[src/rtl/ps2_keyboard_rx_if.sv]
// ============================================================================
// Module  : ps2_keyboard_rx_if
// Brief   : PS/2 line inputs and received-byte outputs of the keyboard receiver.
// Revision: 1.0  initial release
// ============================================================================
`default_nettype none

interface ps2_keyboard_rx_if;
    logic        ps2_clk;
    logic        ps2_data;
    logic        newchar;
    logic [15:0] char;
    logic        frame_err;

    // master drives the PS/2 lines and consumes the received bytes
    modport master (
        output ps2_clk,
        output ps2_data,
        input  newchar,
        input  char,
        input  frame_err
    );

    modport slave (
        input  ps2_clk,
        input  ps2_data,
        output newchar,
        output char,
        output frame_err
    );
endinterface

`default_nettype wire

[src/rtl/ps2_keyboard_rx.sv]
// ============================================================================
// Module  : ps2_keyboard_rx
// Brief   : PS/2 keyboard frame receiver with clock-line glitch filter and
//           inter-bit timeout. Define PS2_PARITY_CHECK_EN to drop bad-parity frames.
// Revision: 1.0  initial release
// ============================================================================
`default_nettype none

module ps2_keyboard_rx #(
    parameter int FILTER_LEN     = 4,
    parameter int TIMEOUT_CYCLES = 50000
) (
    input  wire logic        clk,
    input  wire logic        rst_n,
    ps2_keyboard_rx_if.slave bus
);

    localparam int c_FW = (FILTER_LEN < 2) ? 1 : $clog2(FILTER_LEN);
    localparam int c_TW = (TIMEOUT_CYCLES < 2) ? 1 : $clog2(TIMEOUT_CYCLES);
    localparam logic [c_FW-1:0] c_FILT_LAST = c_FW'(FILTER_LEN - 1);
    localparam logic [c_TW-1:0] c_TO_LAST   = c_TW'(TIMEOUT_CYCLES - 1);

    localparam logic [1:0] c_IDLE   = 2'd0;
    localparam logic [1:0] c_DATA   = 2'd1;
    localparam logic [1:0] c_PARITY = 2'd2;
    localparam logic [1:0] c_STOP   = 2'd3;

    logic            r_clk_meta, r_clk_sync, r_dat_meta, r_dat_sync;
    logic            r_clk_filt;
    logic [c_FW-1:0] r_filt_cnt;
    logic [1:0]      r_state, w_state_nxt;
    logic [2:0]      r_bit_cnt;
    logic [7:0]      r_shift;
    logic            r_parity;
    logic [c_TW-1:0] r_to_cnt;
    logic [15:0]     r_char;
    logic            r_newchar, r_frame_err;

    logic w_filt_flip, w_bit_edge, w_timeout, w_parity_ok;
    logic w_frame_start, w_shift_en, w_parity_en, w_accept, w_reject;

    always_ff @(posedge clk or negedge rst_n) begin
        if (!rst_n) begin
            r_clk_meta <= 1'b1;
            r_clk_sync <= 1'b1;
            r_dat_meta <= 1'b1;
            r_dat_sync <= 1'b1;
        end else begin
            r_clk_meta <= bus.ps2_clk;
            r_clk_sync <= r_clk_meta;
            r_dat_meta <= bus.ps2_data;
            r_dat_sync <= r_dat_meta;
        end
    end

    // The filtered level flips on the FILTER_LEN-th consecutive differing sample.
    assign w_filt_flip = (r_clk_sync != r_clk_filt) && (r_filt_cnt == c_FILT_LAST);
    assign w_bit_edge  = w_filt_flip && r_clk_filt;

    always_ff @(posedge clk or negedge rst_n) begin
        if (!rst_n) begin
            r_clk_filt <= 1'b1;
            r_filt_cnt <= '0;
        end else if (r_clk_sync == r_clk_filt) begin
            r_filt_cnt <= '0;
        end else if (w_filt_flip) begin
            r_clk_filt <= ~r_clk_filt;
            r_filt_cnt <= '0;
        end else begin
            r_filt_cnt <= r_filt_cnt + 1'b1;
        end
    end

    // A bit edge in the same cycle always wins over an expiring timeout.
    assign w_timeout = (r_state != c_IDLE) && !w_bit_edge && (r_to_cnt == c_TO_LAST);

`ifdef PS2_PARITY_CHECK_EN
    assign w_parity_ok = ^{r_shift, r_parity};
`else
    logic w_unused_parity;
    assign w_unused_parity = r_parity;
    assign w_parity_ok     = 1'b1;
`endif

    always_ff @(posedge clk or negedge rst_n) begin
        if (!rst_n) begin
            r_state <= c_IDLE;
        end else begin
            r_state <= w_state_nxt;
        end
    end

    always_comb begin
        w_state_nxt = r_state;
        case (r_state)
            c_IDLE:   if (w_bit_edge && !r_dat_sync) w_state_nxt = c_DATA;
            c_DATA:   if (w_bit_edge && (r_bit_cnt == 3'd7)) w_state_nxt = c_PARITY;
                      else if (w_timeout) w_state_nxt = c_IDLE;
            c_PARITY: if (w_bit_edge) w_state_nxt = c_STOP;
                      else if (w_timeout) w_state_nxt = c_IDLE;
            c_STOP:   if (w_bit_edge || w_timeout) w_state_nxt = c_IDLE;
            default:  w_state_nxt = c_IDLE;
        endcase
    end

    always_comb begin
        w_frame_start = 1'b0;
        w_shift_en    = 1'b0;
        w_parity_en   = 1'b0;
        w_accept      = 1'b0;
        w_reject      = 1'b0;
        case (r_state)
            c_IDLE:   w_frame_start = w_bit_edge && !r_dat_sync;
            c_DATA:   w_shift_en    = w_bit_edge;
            c_PARITY: w_parity_en   = w_bit_edge;
            c_STOP: begin
                w_accept = w_bit_edge && r_dat_sync && w_parity_ok;
                w_reject = w_bit_edge && !(r_dat_sync && w_parity_ok);
            end
            default: ;
        endcase
    end

    always_ff @(posedge clk or negedge rst_n) begin
        if (!rst_n) begin
            r_bit_cnt <= '0;
            r_shift   <= '0;
            r_parity  <= 1'b0;
        end else if (w_frame_start) begin
            r_bit_cnt <= '0;
            r_shift   <= '0;
            r_parity  <= 1'b0;
        end else if (w_shift_en) begin
            r_bit_cnt <= r_bit_cnt + 1'b1;
            r_shift   <= {r_dat_sync, r_shift[7:1]};
        end else if (w_parity_en) begin
            r_parity  <= r_dat_sync;
        end
    end

    always_ff @(posedge clk or negedge rst_n) begin
        if (!rst_n) begin
            r_to_cnt <= '0;
        end else if ((r_state == c_IDLE) || w_bit_edge || w_timeout) begin
            r_to_cnt <= '0;
        end else begin
            r_to_cnt <= r_to_cnt + 1'b1;
        end
    end

    always_ff @(posedge clk or negedge rst_n) begin
        if (!rst_n) begin
            r_char      <= 16'h0000;
            r_newchar   <= 1'b0;
            r_frame_err <= 1'b0;
        end else begin
            r_newchar   <= w_accept;
            r_frame_err <= w_reject || w_timeout;
            if (w_accept) begin
                r_char <= {r_char[7:0], r_shift};
            end
        end
    end

    assign bus.newchar   = r_newchar;
    assign bus.char      = r_char;
    assign bus.frame_err = r_frame_err;

endmodule

`default_nettype wire

[src/flat_wrapper.sv]
// flat-port wrapper written by rule: the top's interface ports become plain ports
module ps2_keyboard_rx_flat 
#(
    parameter int FILTER_LEN     = 4,
    parameter int TIMEOUT_CYCLES = 50000
)
  (clk, rst_n, bus_ps2_clk, bus_ps2_data, bus_newchar, bus_char, bus_frame_err);
  ps2_keyboard_rx_if bus_i ();
  input  wire logic clk;
  input  wire logic rst_n;
  input wire logic [$bits(bus_i.ps2_clk)-1:0] bus_ps2_clk;
  input wire logic [$bits(bus_i.ps2_data)-1:0] bus_ps2_data;
  output wire logic [$bits(bus_i.newchar)-1:0] bus_newchar;
  output wire logic [$bits(bus_i.char)-1:0] bus_char;
  output wire logic [$bits(bus_i.frame_err)-1:0] bus_frame_err;
  assign bus_i.ps2_clk = bus_ps2_clk;
  assign bus_i.ps2_data = bus_ps2_data;
  assign bus_newchar = bus_i.newchar;
  assign bus_char = bus_i.char;
  assign bus_frame_err = bus_i.frame_err;
  ps2_keyboard_rx #(.FILTER_LEN(FILTER_LEN), .TIMEOUT_CYCLES(TIMEOUT_CYCLES)) u_core (.clk(clk), .rst_n(rst_n), .bus(bus_i));
endmodule
[config.mk]
export PLATFORM = sky130hd
export DESIGN_NAME = ps2_keyboard_rx_flat
export DESIGN_NICKNAME = d
export VERILOG_FILES = /design/src/rtl/ps2_keyboard_rx_if.sv /design/src/rtl/ps2_keyboard_rx.sv /design/src/flat_wrapper.sv
export SDC_FILE = /design/constraint.sdc
export NUM_CORES = 1
export LEC_CHECK = 0
export ABC_AREA = 1
export CORE_ASPECT_RATIO = 2
export CORE_MARGIN = 1
export CORE_UTILIZATION = 61
export CTS_CLUSTER_DIAMETER = 200
export DETAILED_ROUTE_END_ITERATION = 10
export PLACE_DENSITY = 0.93
export SYNTH_ARGS = -nofsm -noshare
export SYNTH_HDL_FRONTEND = slang
export SYNTH_SLANG_ARGS = --single-unit
[constraint.sdc]
create_clock -name clk -period 3.3 [get_ports clk]
set_input_delay 0.66 -clock clk [delete_from_list [all_inputs] [get_ports clk]]
set_output_delay 0.66 -clock clk [all_outputs]
set_load 0.02 [all_outputs]
; ---- Word level (Yosys, flattened, before mapping)
; Index checks and enable logic that the tools add are counted.
[word_totals]
regBits = 54
latchBits = 0
ram_bits = 0
rom_bits = 0
output_inout_bits = 18
memories = 0
[op_classes]
addsub = 3
multipliers = 0
div_mod_pow = 0
order_cmp = 0
eq_ne = 10
shifts = 0
muxes = 17
bitwise_logic = 2
n_reduce_logical = 18
[ops]
columns = op, count
row1 = "adder 16 x 1 -> 16 bit, second input constant", 1
row2 = "== test 16 bit, second input constant", 1
row3 = 2-to-1 mux 16 bit, 1
row4 = 2-to-1 mux 8 bit, 2
row5 = 2-to-1 mux 2 bit, 7
row6 = one-hot mux 2 bit (4 select lines), 1
row7 = logical AND 1 bit, 7
row8 = "== test 2 bit, second input constant", 3
row9 = 2-to-1 mux 3 bit, 2
row10 = logical OR 1 bit, 4
row11 = 2-to-1 mux 1 bit, 4
row12 = "inequality test 2 x 1 -> 1 bit, second input constant", 2
row13 = AND reduction 2 bit, 2
row14 = nonzero test 2 bit, 2
row15 = "adder 3 x 1 -> 3 bit, second input constant", 1
row16 = "== test 3 bit, second input constant", 1
row17 = "adder 2 x 1 -> 2 bit, second input constant", 1
row18 = "== test 2 x 1 -> 1 bit, second input constant", 1
row19 = logical NOT 1 bit, 2
row20 = logical NOT 2 bit, 1
row21 = inverter 1 bit, 2
row22 = == test 1 bit, 1
row23 = inequality test 1 bit, 1

; ---- Longest topological paths before layout
[depth]
word_depth = 9
mapped_depth = 10
mapped_depth_nobuf = 9

; ---- Worst setup path before layout
; No wires, ideal clock.
[synth_path]
path_kind = register to register
start = register u_core.r_clk_filt
end = register u_core.r_to_cnt[2]
setup_ns = 0.120
arrival_time_ns = 1.248
required_ns = 3.180
slack_ns = 1.932
stages_incl_launch_ff = 10
path_buffers = 2
synth_period_minus_slack_ns = 1.368
cell_sequence = dfstp_2 inv_1 nor2_2 nand2_2 buf_6 nand2_4 clkinv_2 nand2_4 buf_8 nor2_1
[synth_via]
elab_chain_cells = 8
[synth_rtl]
columns = element, line_no
row1 = "start, declared", ps2_keyboard_rx.sv:29  ; logic r_clk_filt;
row2 = "start signal, assigned", ps2_keyboard_rx.sv:67  ; r_clk_filt <= ~r_clk_filt;
row3 = inequality test 1 bit, ps2_keyboard_rx.sv:57  ; assign w_filt_flip = (r_clk_sync != r_clk_filt) && (r_filt_cnt == c_FILT_LAST);
row4 = logical AND 1 bit, ps2_keyboard_rx.sv:57
row5 = logical AND 1 bit (*), ps2_keyboard_rx.sv:58  ; assign w_bit_edge = w_filt_flip && r_clk_filt;
row6 = logical NOT 1 bit, ps2_keyboard_rx.sv:75  ; assign w_timeout = (r_state != c_IDLE) && !w_bit_edge && (r_to_cnt == c_TO_LAST);
row7 = logical AND 1 bit (2 in series), ps2_keyboard_rx.sv:75
row8 = logical OR 1 bit (*), ps2_keyboard_rx.sv:144  ; end else if ((r_state == c_IDLE) || w_bit_edge || w_timeout) begin
row9 = 2-to-1 mux 16 bit (*), ps2_keyboard_rx.sv:144
row10 = "end signal, assigned", ps2_keyboard_rx.sv:147  ; r_to_cnt <= r_to_cnt + 1'b1;
row11 = "end, declared", ps2_keyboard_rx.sv:35  ; logic [c_TW-1:0] r_to_cnt;
; Every way passes the cells marked *; elsewhere a longest branch is shown, timed or not.
; A chain may end at the register's enable or synchronous reset.

; ---- Worst setup path after layout
[layout_path]
start = register u_core.r_char[6] (netlist: u_core.bus.char[6])
end = output port bus_char[6]
[layout_lines]
columns = element, line_no
row1 = "start, declared", ps2_keyboard_rx.sv:36  ; logic [15:0] r_char;
row2 = "start signal, assigned", ps2_keyboard_rx.sv:160  ; r_char <= {r_char[7:0], r_shift};
row3 = "end, declared", flat_wrapper.sv:14  ; output wire logic [$bits(bus_i.char)-1:0] bus_char;
; No word-level cell between the ends.

==> impl_summary.txt <==
----------------------------------------------------
[Routing]
  Final routed DRC violation total ... 0
  Total iterations of the first detailed-routing run ... 4
  Antenna Violating Nets Remaining ... 0
  Final wirelength ... 4700 µm
  DR vias ... approximately 1,800
  Routed via count divided by cell count ... between 5 and 6
  Average wire per standard cell ... 13.4 µm
  Iteration-0 DRC Markers ... 43

[Critical path]
  Crit end category ... output pin
  WP data arrival ... 1310 ps
  Highest-delay cell along the critical path ... clkdlybuf4s50_1
  Required time at the endpoint of the critical path ... approximately 2600 ps
  Max FO, Critical Path ... 3
  Critical Path Source Type ... register
  Family with the most delay on the worst path ... buffers and inverters
  Largest stage delay, worst path ... approximately 620 ps
  Worst Path Class, Setup ... register to output pin
  CP Buf/Inv Count ... 1
  Crit-path cells ... clkdlybuf4s50_1

[Timing]
  Portion of the clock cycle consumed by the worst path in the final layout ... 0.598
  Final setup skew ... 6.90 ps
  Pins Over Slew Limit ... 0
  Endpoints failing setup ... 0
  Relative slew slack ... 0.255
  Actual slew at the worst max-slew pin ... between 1000 and 1500 ps
  Worst hold slack ... 365 ps
  Setup TNS after final layout ... 0 ps
  Shortest period the worst path allows ... 1970 ps
  Highest clock rate ... ~510 MHz
  RSZ-0062 raised after global routing ... no
  Hold violation count in the final report ... 0

[Yosys]
  Primary FF master, synth ... dfrtp_1
  Yosys synthesis warning count ... 0
  Commonest cells in the synthesized netlist ... nand2_1 (56), dfrtp_1 (49), inv_1 (36), nor2_1 (33), nand3_1 (16)
  Largest cells by area after synthesis ... dfrtp_1 (49%), nand2_1 (8.4%), inv_1 (5.4%)
  Post-synth ARST share ... 1.00
  Most frequent cell after synthesis ... nand2_1
  Cells after synthesis ... roughly 280
  Number of flops mapped to enable cells by yosys ... 0
  Post-Synthesis Cell Area ... 2510 µm²
  Number of different library cells in the post-synthesis netlist ... 31
  Yosys top cell area share ... 0.488
  Average cell area after synthesis ... ~9.1 µm²
  Share of synthesized area occupied by flip-flops and latches ... 0.540
  Net count after synthesis ... between 200 and 300
  Flops & latches, synth ... 54
  Post-synthesis cell type with the largest combined area ... dfrtp_1

[Floorplanning]
  IO Pins ... 22
  Die ar. ... roughly 4400 µm²
  Core Footprint ... between 3000 and 4000 µm²
  Die X-Extent ... roughly 47 µm
  Die Height ... about 90 µm
  Site row count ... 32
  Effective utilization at floorplan ... 0.647

[Layout]
  Core occupancy in the finished layout ... 0.725
  Post-layout nets ... 307
  Fraction of layout cells with a size suffix above 1 ... 0.140
  Area growth, synth to finish ... 12.1%
  Antenna cell count ... 0

[Clock network]
  Clock tree from TritonCTS ... built
  Maximum clock insertion buffer count ... 2
  Hold buffer count at CTS ... 0
  Inserted Clock Buffers ... 5
  H-tree depth ... 2
  Clock slew seen by the registers of the worst setup and hold paths ... 90 ps
  Resize count post-CTS ... 0
  Root buffer selected by CTS ... clkbuf_8
  Insertion delay to the later sink of the worst-skew pair ... around 310 ps
  Total setup buffers inserted after CTS ... 0
  TritonCTS sink count ... 54

[Global routing]
  Met1 track demand over resource ... 0.275
  Wire length of the first global-routing pass ... 8160 µm
  Antenna violations before repair ... 0
  Met2 routing resource usage after global routing ... 0.451
  Largest net degree at the start of global routing ... 52
  Vias in the first global route ... 1,910
  Most used routing layer in global routing ... met2
  GRT Resource Usage Total ... 0.262
  Met3 Use GR ... 0.0624
  Global route total overflow ... 0

[Placed design]
  Count of input and output buffers ... 21
  Half-perimeter wire length of the detailed placement result ... between 3000 and 4000 µm
  Global placer's final weighted congestion ... 0.850

[Pwr]
  Power density cells ... 447 nW/µm²
  Largest voltage drop on the vdd net ... about 0.00046 V
  Leakage ... ~1.3 nW
  Design Power ... 0.00126 W

[Job]
  Max Cap Viol ... 0

[Worst hold path]
  Class of the worst hold path ... register to register

[Status]
  Status ... finished clean

----------------------------------------------------
[sequential cells by signal (all words and copies together) (netlist names)]
signal	count
u_core.r_filt_cnt	2
u_core.bus.char	16
u_core.r_state	2
u_core.r_shift	8
u_core.bus.newchar	1
u_core.bus.frame_err	1
u_core.r_bit_cnt	3
u_core.r_dat_meta	1
u_core.r_to_cnt	16
u_core.r_dat_sync	1
u_core.r_clk_sync	1
u_core.r_clk_meta	1
u_core.r_clk_filt	1
[power by group]
part | leakage, nW | total [W] | switching (W) | internal (W)
clock | 0.0482 | 0.000380 | 0.000210 | 0.000170
sequential | 0.734 | 0.000724 | 0.0000240 | 0.000700
combinational | 0.502 | 0.000155 | 0.000108 | 0.0000464
[routing by layer]
layer	share of wire	vias to the layer above
li1	-	913
met1	0.37	888
met2	0.58	29
met3	0.025	12
met4	0.029	0
met5	0	-
[kinds of logic (layout without fill, tap and decap cells)]
group / Yosys count / in the layout / share of synthesized area
AND/OR/NAND/NOR: 135 / 135 / 0.255
flip-flops: 54 / 54 / 0.540
buffers and inverters: 44 / 68 / 0.0832
AO/OA/AOI/OAI: 34 / 34 / 0.0837
XOR/XNOR: 5 / 5 / 0.0174
adder cells (fa/ha/maj): 4 / 4 / 0.0199
[per-stage QoR]
stage | instance area (µm²) | std cells | setup slack (ps)
after global routing | 2820 | 351 | 1290
after global placement | 2720 | 343 | 1610
final | 2820 | 351 | 1330
after detailed placement | 2720 | 343 | 1580
after floorplan | 2510 | 276 | 1930
after CTS | 2820 | 351 | 1320
[placed cells by master, fill, tap and decap left out, drive strengths merged]
master          n
clkbuf          7
o22ai           6
ha              4
nor3            8
and2            1
xnor2           3
nand4           2
dfstp           5
dfrtp          49
a21oi          13
nor3b           2
nor2           43
xor2            2
clkdlybuf4s50  20
nand2          62
nand3          17
inv            37
o21ai          14
buf             2
clkinv          2
o21bai          1
[path summary, 6_finish.rpt]
| kind | startpoint | to | slack, ps | cells after the start |
|---|---|---|---|---|
| min reg2reg | u_core.r_clk_meta | u_core.r_clk_sync | 360 | 0 |
| max | u_core.bus.char[6] | bus_char[6] | 1330 | 1 |
| max reg2reg | u_core.r_clk_filt | u_core.bus.char[9] | 1620 | 6 |
| min in group asynchronous | rst_n | u_core.r_to_cnt[0] | 550 | 1 |
| min | u_core.r_clk_meta | u_core.r_clk_sync | 360 | 0 |
| max in group asynchronous | rst_n | u_core.r_dat_meta | 1980 | 2 |
[area by class of cell]
cell class                 count  area (µm²)
clock buffer                   7        86.3
clock inverter                 1        5.00
timing repair buffer          22         213
inverter                      38         144
fill                         303        1070
multi-input combinational    178         946
sequential                    54        1360
tap                           51        63.8
No activity file was read; power rests on OpenSTA's default activity.
